==> config.mk <==
export PLATFORM = sky130hd
export DESIGN_NAME = clock_calendar_counter_flat
export DESIGN_NICKNAME = d
export VERILOG_FILES = /design/src/rtl/clock_calendar_counter_if.sv /design/src/rtl/clock_calendar_counter.sv /design/src/flat_wrapper.sv
export SDC_FILE = /design/constraint.sdc
export NUM_CORES = 1
export LEC_CHECK = 0
export BUFFER_PORTS_ARGS = -buffer_cell sky130_fd_sc_hd__buf_2
export CAP_MARGIN = 40
export CORE_MARGIN = 10
export CORE_UTILIZATION = 28
export DETAILED_ROUTE_END_ITERATION = 8
export SLEW_MARGIN = 40
export SYNTH_ARGS = -nofsm -noshare
export SYNTH_HDL_FRONTEND = slang
export SYNTH_SLANG_ARGS = --single-unit
==> constraint.sdc <==
create_clock -name clk -period 26.7 [get_ports clk]
set_input_delay 5.34 -clock clk [delete_from_list [all_inputs] [get_ports clk]]
set_output_delay 5.34 -clock clk [all_outputs]
set_load 0.03 [all_outputs]
==> src/rtl/clock_calendar_counter_if.sv <==
// Control and field bus of the clock/calendar counter.
// The master drives the edit controls; the slave presents the six time/date fields.
interface clock_calendar_counter_if;
  logic        tick_1hz;
  logic [2:0]  select_item;
  logic        inc_pulse;
  logic        dec_pulse;
  logic [5:0]  second;
  logic [5:0]  minute;
  logic [5:0]  hour;
  logic [5:0]  day;
  logic [3:0]  month;
  logic [13:0] year;

  modport master (
    output tick_1hz, select_item, inc_pulse, dec_pulse,
    input  second, minute, hour, day, month, year
  );

  modport slave (
    input  tick_1hz, select_item, inc_pulse, dec_pulse,
    output second, minute, hour, day, month, year
  );
endinterface

==> src/rtl/clock_calendar_counter.sv <==
// Time-of-day and Gregorian calendar counter, years 0..9999.
// Advances on tick_1hz in run mode; single-field inc/dec editing otherwise.
module clock_calendar_counter (
  input logic                     clk,
  input logic                     rst_n,
  clock_calendar_counter_if.slave bus
);

  logic [5:0]  second_q, second_d;
  logic [5:0]  minute_q, minute_d;
  logic [5:0]  hour_q,   hour_d;
  logic [5:0]  day_q,    day_d;
  logic [3:0]  month_q,  month_d;
  logic [13:0] year_q,   year_d;

  logic [5:0] dim_cur;
  logic [5:0] dim_next;
  logic       edit_mode;
  logic       inc_only;
  logic       dec_only;

  function automatic logic is_leap(input logic [13:0] y);
    return (((y % 14'd4) == '0) && ((y % 14'd100) != '0)) || ((y % 14'd400) == '0);
  endfunction

  function automatic logic [5:0] days_in_month(input logic [3:0] m, input logic [13:0] y);
    logic [5:0] d;
    case (m)
      4'd4, 4'd6, 4'd9, 4'd11: d = 6'd30;
      4'd2:                    d = is_leap(y) ? 6'd29 : 6'd28;
      default:                 d = 6'd31;
    endcase
    return d;
  endfunction

  assign edit_mode = (bus.select_item != 3'd0) && (bus.select_item != 3'd7);
  assign inc_only  = bus.inc_pulse & ~bus.dec_pulse;
  assign dec_only  = bus.dec_pulse & ~bus.inc_pulse;
  assign dim_cur   = days_in_month(month_q, year_q);

  always_comb begin
    second_d = second_q;
    minute_d = minute_q;
    hour_d   = hour_q;
    day_d    = day_q;
    month_d  = month_q;
    year_d   = year_q;
    dim_next = '0;

    if (!edit_mode) begin
      if (bus.tick_1hz) begin
        // Full carry chain resolves in one edge.
        if (second_q == 6'd59) begin
          second_d = '0;
          if (minute_q == 6'd59) begin
            minute_d = '0;
            if (hour_q == 6'd23) begin
              hour_d = '0;
              if (day_q >= dim_cur) begin
                day_d = 6'd1;
                if (month_q == 4'd12) begin
                  month_d = 4'd1;
                  year_d  = (year_q == 14'd9999) ? '0 : year_q + 14'd1;
                end else begin
                  month_d = month_q + 4'd1;
                end
              end else begin
                day_d = day_q + 6'd1;
              end
            end else begin
              hour_d = hour_q + 6'd1;
            end
          end else begin
            minute_d = minute_q + 6'd1;
          end
        end else begin
          second_d = second_q + 6'd1;
        end
      end
    end else if (inc_only || dec_only) begin
      case (bus.select_item)
        3'd1: begin
          if (inc_only) second_d = (second_q == 6'd59) ? '0 : second_q + 6'd1;
          else          second_d = (second_q == '0) ? 6'd59 : second_q - 6'd1;
        end
        3'd2: begin
          if (inc_only) minute_d = (minute_q == 6'd59) ? '0 : minute_q + 6'd1;
          else          minute_d = (minute_q == '0) ? 6'd59 : minute_q - 6'd1;
        end
        3'd3: begin
          if (inc_only) hour_d = (hour_q == 6'd23) ? '0 : hour_q + 6'd1;
          else          hour_d = (hour_q == '0) ? 6'd23 : hour_q - 6'd1;
        end
        3'd4: begin
          if (inc_only) day_d = (day_q >= dim_cur) ? 6'd1 : day_q + 6'd1;
          else          day_d = (day_q <= 6'd1) ? dim_cur : day_q - 6'd1;
        end
        3'd5: begin
          if (inc_only) month_d = (month_q == 4'd12) ? 4'd1 : month_q + 4'd1;
          else          month_d = (month_q <= 4'd1) ? 4'd12 : month_q - 4'd1;
        end
        3'd6: begin
          if (inc_only) year_d = (year_q == 14'd9999) ? '0 : year_q + 14'd1;
          else          year_d = (year_q == '0) ? 14'd9999 : year_q - 14'd1;
        end
        default: ;
      endcase
    end

    // Clamp against the post-edit month/year so a shorter month never holds an invalid day.
    dim_next = days_in_month(month_d, year_d);
    if (day_d > dim_next) day_d = dim_next;
  end

  always_ff @(posedge clk or negedge rst_n) begin
    if (!rst_n) begin
      second_q <= '0;
      minute_q <= '0;
      hour_q   <= '0;
      day_q    <= 6'd1;
      month_q  <= 4'd1;
      year_q   <= 14'd2000;
    end else begin
      second_q <= second_d;
      minute_q <= minute_d;
      hour_q   <= hour_d;
      day_q    <= day_d;
      month_q  <= month_d;
      year_q   <= year_d;
    end
  end

  assign bus.second = second_q;
  assign bus.minute = minute_q;
  assign bus.hour   = hour_q;
  assign bus.day    = day_q;
  assign bus.month  = month_q;
  assign bus.year   = year_q;

endmodule

==> src/flat_wrapper.sv <==
// flat-port wrapper written by rule: the top's interface ports become plain ports
module clock_calendar_counter_flat 
  (clk, rst_n, bus_tick_1hz, bus_select_item, bus_inc_pulse, bus_dec_pulse, bus_second, bus_minute, bus_hour, bus_day, bus_month, bus_year);
  clock_calendar_counter_if bus_i ();
  input logic clk;
  input logic rst_n;
  input wire logic [$bits(bus_i.tick_1hz)-1:0] bus_tick_1hz;
  input wire logic [$bits(bus_i.select_item)-1:0] bus_select_item;
  input wire logic [$bits(bus_i.inc_pulse)-1:0] bus_inc_pulse;
  input wire logic [$bits(bus_i.dec_pulse)-1:0] bus_dec_pulse;
  output wire logic [$bits(bus_i.second)-1:0] bus_second;
  output wire logic [$bits(bus_i.minute)-1:0] bus_minute;
  output wire logic [$bits(bus_i.hour)-1:0] bus_hour;
  output wire logic [$bits(bus_i.day)-1:0] bus_day;
  output wire logic [$bits(bus_i.month)-1:0] bus_month;
  output wire logic [$bits(bus_i.year)-1:0] bus_year;
  assign bus_i.tick_1hz = bus_tick_1hz;
  assign bus_i.select_item = bus_select_item;
  assign bus_i.inc_pulse = bus_inc_pulse;
  assign bus_i.dec_pulse = bus_dec_pulse;
  assign bus_second = bus_i.second;
  assign bus_minute = bus_i.minute;
  assign bus_hour = bus_i.hour;
  assign bus_day = bus_i.day;
  assign bus_month = bus_i.month;
  assign bus_year = bus_i.year;
  clock_calendar_counter u_core (.clk(clk), .rst_n(rst_n), .bus(bus_i));
endmodule
======== Yosys cells after proc, flatten, opt, wreduce, memory -nomap -nowiden ========
Index checks and enable logic that the tools add are counted.
operators by class
  add/subtract/negate cells ............... 12
  divide/modulo/power cells ............... 4
  magnitude comparators ................... 4
  equality and inequality tests ........... 26
  multiplexer cells ....................... 62
  bitwise logic cells ..................... 4
  reduce and logical (&&, ||, !) cells .... 25
operators with widths
  cell                     number
  $mux W6                  35
  $mux W14                 12
  $logic_not A14 Y1        5
  $mux W4                  11
  $mod A14 B7 Y14 const B  2
  $mod A14 B9 Y14 const B  2
  $reduce_bool A14 Y1      2
  $add A6 B1 Y6 const B    4
  $pmux W6 S2              2
  $sub A6 B1 Y6 const B    4
  $eq A4 B4 Y1 const B     5
  $logic_not A6 Y1         3
  $eq A4 B3 Y1 const B     4
  $add A14 B1 Y14 const B  1
  $eq A14 B14 Y1 const B   1
  $sub A14 B1 Y14 const B  1
  $eq A6 B6 Y1 const B     2
  $eq A3 B3 Y1 const B     3
  $eq A4 B2 Y1 const B     2
  $ne A2 B2 Y1 const B     4
  $reduce_or A4 Y1         2
  $eq A3 B2 Y1 const B     2
  $eq A6 B5 Y1 const B     1
  $ge A6 B6 Y1             1
  other kinds (17)         26
storage, ports and cells
  bits in registers ....................... 42
  input bits .............................. 8
  logic and storage cells ................. 143

======== Depth between registers and ports, before layout ========
Gate-level depths: netlist of run 1.
  depth in word-level cells ............... 21
  mapped depth ............................ 57
  depth with buffers taken out ............ 52

======== Least setup slack after synthesis of run 1 ========
No wires, ideal clock.
  path kind ............................... input-to-reg
  from .................................... input port bus_dec_pulse
  to ...................................... register u_core.day_q[0] (netlist: u_core.bus.day[0])
  setup time .............................. 0.088 ns
  arrival ................................. 11.822 ns
  required time ........................... 26.612 ns
  setup slack ............................. 14.790 ns
  cell stages on the path ................. 34
  path buffers ............................ 0
  cells stage by stage .................... inv_1 ha_1 nor4bb_1 nand2_1 or4_1 and4_1 o311a_1 nand2_1 inv_2 a311oi_1 a31oi_1 or2_1 a2111oi_2 or2_2 and4_1 nor3_2 maj3_1 a311oi_4 nor2_2 a211oi_1 nand2_1 xnor2_1 mux2_2 a21oi_1 ha_1 inv_1 a21oi_1 a211oi_1 nand3_1 nand2_1 nand2_1 inv_1 a22oi_1 o211ai_2
between the ends
  cells in the longest elaborated chain, start to end .. 14
  elaborated cells between the ends (all ways) .. 33
  classes of those cells .................. div (2); order compare (1); eq/ne (5); mux (15); bitwise (3); reduce/logical (7)
RTL lines
  item                    RTL line                       text
  start: declaration      flat_wrapper.sv:10             input wire logic [$bits(bus_i.dec_pulse)-1:0] bus_dec_pulse;
  $not A1 Y1              clock_calendar_counter.sv:37   assign inc_only = bus.inc_pulse & ~bus.dec_pulse;
  $and A1 B1 Y1           clock_calendar_counter.sv:37
  $mux W14                clock_calendar_counter.sv:103  if (inc_only) year_d = (year_q == 14'd9999) ? '0 : year_q + 14'd1;
  $mux W14                clock_calendar_counter.sv:81   case (bus.select_item)
  $mux W14                clock_calendar_counter.sv:80   end else if (inc_only || dec_only) begin
  $mux W14                clock_calendar_counter.sv:50   if (!edit_mode) begin
  $mod A14 B7 Y14         clock_calendar_counter.sv:23   return (((y % 14'd4) == '0) && ((y % 14'd100) != '0)) || ((y % 14'd400) == '0);
  $reduce_bool A14 Y1     clock_calendar_counter.sv:23
  $logic_and A1 B1 Y1     clock_calendar_counter.sv:23
  $logic_or A1 B1 Y1      clock_calendar_counter.sv:23
  $mux W1                 clock_calendar_counter.sv:30   4'd2: d = is_leap(y) ? 6'd29 : 6'd28;
  $pmux W6 S2             clock_calendar_counter.sv:28   case (m)
  $gt A6 B6 Y1            clock_calendar_counter.sv:112  if (day_d > dim_next) day_d = dim_next;
  $mux W6 *               clock_calendar_counter.sv:112
  net u_core.day_d[0]     clock_calendar_counter.sv:12   logic [5:0] day_q, day_d;
  end signal: assignment  clock_calendar_counter.sv:127  day_q <= day_d;
  end: declaration        clock_calendar_counter.sv:12
The timed path passes the listed nets; every way through them passes the cells marked *.
A chain may end at the register's enable or synchronous reset.

======== Worst setup path after layout of run 1 ========
  from .................................... register u_core.year_q[11] (netlist: u_core.bus.year[11])
  to ...................................... register u_core.day_q[0] (netlist: u_core.bus.day[0])
between the ends
  cells in the longest elaborated chain, start to end .. 21
  elaborated cells between the ends (all ways) .. 58
  classes of those cells .................. add/sub (2); div (4); order compare (2); eq/ne (6); mux (33); reduce/logical (11)
RTL lines
  item                      RTL line                                                    text
  start: declaration        clock_calendar_counter.sv:14                                logic [13:0] year_q, year_d;
  start signal: assignment  clock_calendar_counter.sv:129                               year_q <= year_d;
  $mod A14 B7 Y14           clock_calendar_counter.sv:23
  $reduce_bool A14 Y1       clock_calendar_counter.sv:23
  $logic_and A1 B1 Y1       clock_calendar_counter.sv:23
  $logic_or A1 B1 Y1        clock_calendar_counter.sv:23
  $mux W1                   clock_calendar_counter.sv:30
  $pmux W6 S2               clock_calendar_counter.sv:28
  $ge A6 B6 Y1              clock_calendar_counter.sv:59, clock_calendar_counter.sv:95
  $mux W14                  clock_calendar_counter.sv:59                                if (day_q >= dim_cur) begin
  (+6 left out)             -
  $reduce_bool A14 Y1       clock_calendar_counter.sv:23
  $logic_and A1 B1 Y1       clock_calendar_counter.sv:23
  $logic_or A1 B1 Y1        clock_calendar_counter.sv:23
  $mux W1                   clock_calendar_counter.sv:30
  $pmux W6 S2               clock_calendar_counter.sv:28
  $gt A6 B6 Y1              clock_calendar_counter.sv:112
  $mux W6 *                 clock_calendar_counter.sv:112
  net u_core.day_d[0]       clock_calendar_counter.sv:12
Marked as above.

==> impl_metrics.toml, run 1 <==
[run_status]
outcome = "completed"

[logic_synthesis]
avgSynthCellArea_um2 = 6.91
ys_async_sr_fraction = 1.00
yosysWarnings = 0
synthDistinctLibCells = 104
synth-simple-area-share = 0.318
synth_mux_area_frac = 0.0208
yosysTopAreaCell = "dfrtp_1"
yosys.area_share.adder = 0.0422
synth-edff-count = 0
synth_top_family_by_area = "compound AO/OA/AOI/OAI gates"
synth_ff_type = "dfrtp_1"
yosys-top-cells-area = "dfrtp_1, a21oi_1, nor2_1"
netlist.area_leader.share = 0.112
synth-compound-area-share = 0.376
synth_cells = 1098
syn-num-nets = 1130
ys_seq_elements = 42
syn_area_mm2 = 0.00759
synth_xor_area_frac = 0.0353
synth_seq_area_share = 0.140

[drt]
drcViolationCount = 0
wirelength_um = 24800
first_pass_iters = 6
vias = 8657
drtIter0Drc = 949
drt-wirelength-per-cell_um = 17.4
antenna_left = 0
viasPerCell = 6.07

[min_path]
min_from = "u_core.bus.hour[0]"
hold_class = "reg2reg"

[place]
gp_congestion = 0.941
portBuffers = 49
place_hpwl_um = 18100
dp_slack_ns = 12.43
dp.cells = 1418

[grt]
grt_usage = 0.141
antenna_found_initial = 0
grt_max_degree = 43
grt_first_pass_wirelength_um = 40900
first_global_vias = 7939
grt-ovfl-total = 0

[setup_path]
critPathMostFrequentCell = "nand2_1"
slowest_stage = "dfrtp_1"
cp.arrival_ns = 14.54
crit_path_end_kind = "flop"
max_stage_delay_ns = 0.79
path_max_fanout = 24
critPathLaunch = "u_core.bus.year[11]"
crit_type = "reg2reg"
start_kind = "flop"
required_ns = 26.92
r2r-start = "u_core.bus.year[11]"
crit_buf_inv = 4
critPathTopFamily = "compound AO/OA/AOI/OAI gates"

[cts]
insertion_delay_ns = 0.30
cts_buffer_depth = 2
ctsHoldBuffers = 0
cts_tree = "built"
cts_root_buf = "clkbuf_16"
cts_htree_levels = 2
post_cts_buffers = 0
clock_sinks = 42
post_cts_resized = 0
numCtsBuffers = 5
clk_pin_slew_ns = 0.06

[sta]
fin_crit_ns = 14.31
fin_worst_skew_ns = 0.00657
setup_tns_ns = 0
rsz0062_at_grt = "false"
hold_viol = 0
relSlewSlack = 0.383
fmax_mhz = 69.9
finalCritPeriodShare = 0.536
setup_ws_ns = 12.39
worst_pin_slew_ns = 0.919
slew_viol_final = 0
setup_viol = 0
holdWs_ns = 0.609

[die]
core-area_mm2 = 0.0268
ios = 50
die_w_um = 185
row_count = 60
start_util = 0.283
fp.dieH_um = 185
dieArea_mm2 = 0.0341

[power]
leakagePower_uw = 0.00294
power_density_mw_per_mm2 = 153
ir_worst_vdd_mv = 0.0828

[cells_and_area]
nets = 1117
antenna_cells = 0
final_layout_size_suffix_gt1_frac = 0.125
nFillCells = 2854
syn_to_final_growth_pct = 7.78
final_cells = 1427

[flow_run]
maxCapViolCount = 0
-- report_power, final --
part / total (µW) / switching, µW / internal (µW)
logic: 1020 / 630 / 395
registers: 165 / 75.3 / 89.4
clock network: 62.7 / 28.0 / 34.8
total: 1250 / 733 / 519
-- metrics by stage --
stage          total power [µW]  cell area (µm²)  utilization
2_1_floorplan               975             7590            -
3_5_place_dp               1170             8010        0.299
5_1_grt                    1370             8180        0.305
6_report                   1250             8180        0.305
3_3_place_gp               1160             8000        0.298
4_1_cts                    1240             8150        0.304
-- cell usage after synthesis (9+ instances only) --
| cell type | instances |
|---|---|
| a21oi_1 | 82 |
| nor3_1 | 52 |
| nand4_1 | 12 |
| and2_1 | 13 |
| or4_1 | 9 |
| nand3_1 | 45 |
| xnor2_1 | 18 |
| nand2b_1 | 20 |
| a221oi_1 | 9 |
| a31oi_1 | 21 |
| o21ai_0 | 76 |
| a22oi_1 | 9 |
| clkbuf_1 | 49 |
| or3_1 | 11 |
| ha_1 | 24 |
| o31ai_1 | 18 |
| nor2_1 | 106 |
| inv_1 | 43 |
| o211ai_1 | 20 |
| buf_2 | 19 |
| a211oi_1 | 20 |
| dfrtp_1 | 34 |
| nor4_1 | 14 |
| mux2i_1 | 9 |
| nand2_1 | 95 |
| and3_1 | 23 |
| nor2b_1 | 10 |
| o22ai_1 | 13 |
| a21o_1 | 9 |
-- sequential cells by signal, indices dropped and copies added (netlist names) --
signal / count
u_core.bus.year: 14
u_core.bus.day: 6
u_core.bus.hour: 6
u_core.bus.minute: 6
u_core.bus.second: 6
u_core.bus.month: 4
-- final cells by class --
cell class,count,area [µm²],area share
multi-input combinational,930,6060,0.740
sequential,42,1060,0.130
tap,341,427,0.0522
timing repair buffer,58,310,0.0379
inverter,48,180,0.0220
clock buffer,6,129,0.0158
clock inverter,2,13.8,0.00168
-- worst min-delay path, delay by kind of cell, from the launching register on --
kind / cells / cell delay [ns]
DFF: 1 / 0.42
AOI/OAI and AO/OA: 1 / 0.10
and+or+nand+nor: 1 / 0.06
-- logic make-up (layout without fill, tap and decap cells) --
kind of cell | after synthesis | after routing
simple gates | 461 | 461
xor+xnor | 28 | 28
flops | 42 | 42
mux | 14 | 14
compound gates | 400 | 400
buf+inv | 126 | 114
fa+ha+maj | 26 | 26
other cells | 1 | 1
-- cell usage in the layout (no fill, tap or decap), types with 7 or more instances in the layout --
cell and instances:
nor2_1 105, nand2_1 95, a21oi_1 82, o21ai_0 76
nor3_1 52, buf_2 49, nand3_1 45, inv_1 43
dfrtp_1 32, ha_1 24, and3_1 23, nand2b_1 20
o211ai_1 20, a211oi_1 20, a31oi_1 20, o31ai_1 18
xnor2_1 18, and2_1 13, o22ai_1 13, nor4_1 13
nand4_1 12, or3_1 11, nor2b_1 10, a21o_1 9
mux2i_1 9, a22oi_1 9, a221oi_1 9, or4_1 9
o221ai_1 8, o32ai_1 8, buf_4 8, dfstp_2 8
a21boi_0 7, nor3b_1 7, o21a_1 7, a41oi_1 7
xor2_1 7, and4_1 7
-- worst paths after layout --
check	cells past startpoint	slack, ns	end
max	51	12.39	u_core.bus.day[0]
min	2	0.61	u_core.bus.hour[0]
max reg2reg	51	12.39	u_core.bus.day[0]
min reg2reg	2	0.61	u_core.bus.hour[0]
max in group asynchronous	2	21.14	u_core.bus.year[13]
min in group asynchronous	2	5.13	u_core.bus.year[11]
-- routing by layer --
| layer | up-vias | share of wire | GRT usage |
|---|---|---|---|
| met4 | 0 | 0.020 | 0.0410 |
| met3 | 49 | 0.062 | 0.0183 |
| li1 | 4187 | - | - |
| met2 | 352 | 0.48 | 0.235 |
| met5 | - | 0 | 0 |
| met1 | 4069 | 0.44 | 0.186 |
Note: power is estimated with default switching activity, not from simulation.
==> run 2: changes to the inputs <==
Clock period 26.7 ns to 12.9 ns, I/O delays scaled along.
==> impl_metrics.toml, run 2 (synthesis gave the netlist of run 1 again) <==
[run_status]
outcome = "completed"

[die]
die_w_um = 185
dieArea_mm2 = 0.0341
start_util = 0.283
fp.dieH_um = 185
core-area_mm2 = 0.0268
ios = 50
row_count = 60

[cells_and_area]
layout_commonest_cell = "nor2_1"
largest_reg_flops = 14
antenna_cells = 0
nets = 1166
syn_to_final_growth_pct = 16.6
mostFrequentLayoutCells = "nor2_1, nand2_1, a21oi_1, o21ai_0, buf_4"
final_layout_size_suffix_gt1_frac = 0.199

[sta]
fmax_mhz = 81.2
setup_viol = 0
slew_viol_final = 0
setup_ws_ns = 0.592
fin_crit_ns = 12.31
fin_worst_skew_ns = 0.00659
finalCritPeriodShare = 0.954
hold_viol = 0
holdWs_ns = 0.610
worst_pin_slew_ns = 0.822
relSlewSlack = 0.452

[grt]
grt.busiest_layer = "met2"
grt_first_pass_wirelength_um = 41000
use_met2 = 0.238
grt_usage = 0.142
first_global_vias = 8004
antenna_found_initial = 0
grt_util_met3 = 0.0171
grt_max_degree = 43
grt-ovfl-total = 0
met1_usage = 0.185

[power]
leakagePower_uw = 0.00324
seqPwrFrac = 0.104
switching_power_uw = 1650
ir_worst_vdd_mv = 0.163
finalPower_uw = 2940
power_frac_clock = 0.045
swShare = 0.563
combPwrFrac = 0.851
power_density_mw_per_mm2 = 332
intPower_uw = 1280

[setup_path]
worstSetupEndpoint = "u_core.bus.day[0]"
crit_path_end_kind = "flop"
crit_type = "reg2reg"
start_kind = "flop"
slowest_stage = "or4b_2"
critPathTopFamily = "compound AO/OA/AOI/OAI gates"
required_ns = 13.12
regToRegEndpoint = "u_core.bus.day[0]"
cp_num_cells = 54
reg2reg_slack_ns = 0.59
r2r-start = "u_core.bus.year[10]"
crit_buf_inv = 8
max_stage_delay_ns = 0.64
critPathMostFrequentCell = "buf_4"
path_max_fanout = 13
rr_worst_depth = 54
critPathLaunch = "u_core.bus.year[10]"
cp.arrival_ns = 12.52

[cts]
insertion_delay_ns = 0.30
cts_root_buf = "clkbuf_16"
ctsHoldBuffers = 0
cts_tree = "built"
clk_pin_slew_ns = 0.06
cts_buffer_depth = 2
cts_htree_levels = 2
clock_sinks = 42
numCtsBuffers = 5

[drt]
viasPerCell = 6.02
vias = 8890
first_pass_iters = 9
drt-wirelength-per-cell_um = 17.7
antenna_left = 0
drtIter0Drc = 965
drcViolationCount = 0
wirelength_um = 26100

[flow_run]
maxCapViolCount = 0

[min_path]
hold_class = "reg2reg"

[place]
place_hpwl_um = 18700
dp_slack_ns = -0.174
portBuffers = 49
gp_congestion = 0.944
run 2: cell types whose count changed in the layout (fill, tap and decap cells not counted), moves of 3 or more:
cell / previous run / this run
a211oi_1: 20 / 17
a21oi_1: 82 / 79
a311oi_1: 5 / 2
a311oi_2: 0 / 3
buf_4: 8 / 56
dfstp_2: 8 / 5
dfstp_4: 0 / 3
nand2_1: 95 / 92
nand2_2: 0 / 3
nor3_1: 52 / 47
nor3_2: 2 / 7
xnor2_1: 18 / 13
xnor2_2: 2 / 6
run 2: area by class of cell:
cell class | count | area, µm²
fill | 2790 | 18000
multi-input combinational | 930 | 6330
sequential | 42 | 1070
timing repair buffer | 107 | 688
tap | 341 | 427
inverter | 48 | 186
clock buffer | 6 | 129
clock inverter | 2 | 13.8
run 2: worst register-to-register path: cells and delay by family, from the launching register on:
family | cells | cell delay (ns)
compound gates | 26 | 5.79
xor+xnor | 2 | 0.43
fa+ha+maj | 3 | 0.83
buf+inv | 8 | 1.12
flops | 1 | 0.52
mux | 3 | 1.09
simple gates | 12 | 2.45
run 2: power groups by stage:
stage | registers (µW) | logic (µW) | clock network, µW
floorplan | 335 | 1680 | 0
global placement | 308 | 2170 | 0
detailed placement | 309 | 2190 | 0
CTS | 308 | 2210 | 136
global route | 320 | 2710 | 140
finish | 306 | 2500 | 132
run 2: how the worst min path moves through the flow:
stage	to	from	depth (start not counted)
after detailed placement	u_core.bus.hour[1]	u_core.bus.hour[1]	2
after global placement	u_core.bus.hour[1]	u_core.bus.hour[1]	2
final	u_core.bus.hour[0]	u_core.bus.hour[0]	2
after floorplan	u_core.bus.hour[1]	u_core.bus.hour[1]	2
after CTS	u_core.bus.hour[1]	u_core.bus.hour[1]	2
after global routing	u_core.bus.hour[0]	u_core.bus.hour[0]	2
run 2: layer usage:
layer	share of wire	vias to the layer above	routed length (µm)
li1	-	4272	-
met1	0.45	4221	11600
met2	0.48	344	12400
met3	0.055	53	1440
met4	0.022	0	585
met5	0	-	0
run 2: through the flow:
step           setup TNS, ns  instances  cell area (µm²)  utilization
2_1_floorplan              0       1098             7590            -
3_3_place_gp               0       1445             8200        0.306
3_5_place_dp          -0.200       1445             8210        0.306
4_1_cts                    0       1453             8370        0.312
5_1_grt               -0.122       1476             8850        0.330
6_report                   0       1476             8850        0.330
run 2: timing repair:
item / 4_1_cts / 5_1_grt
endpoints found under the setup margin: 2 / 2
pin swaps: 0 / 9
setup buffers: 0 / 23
gates resized for setup: 4 / 54
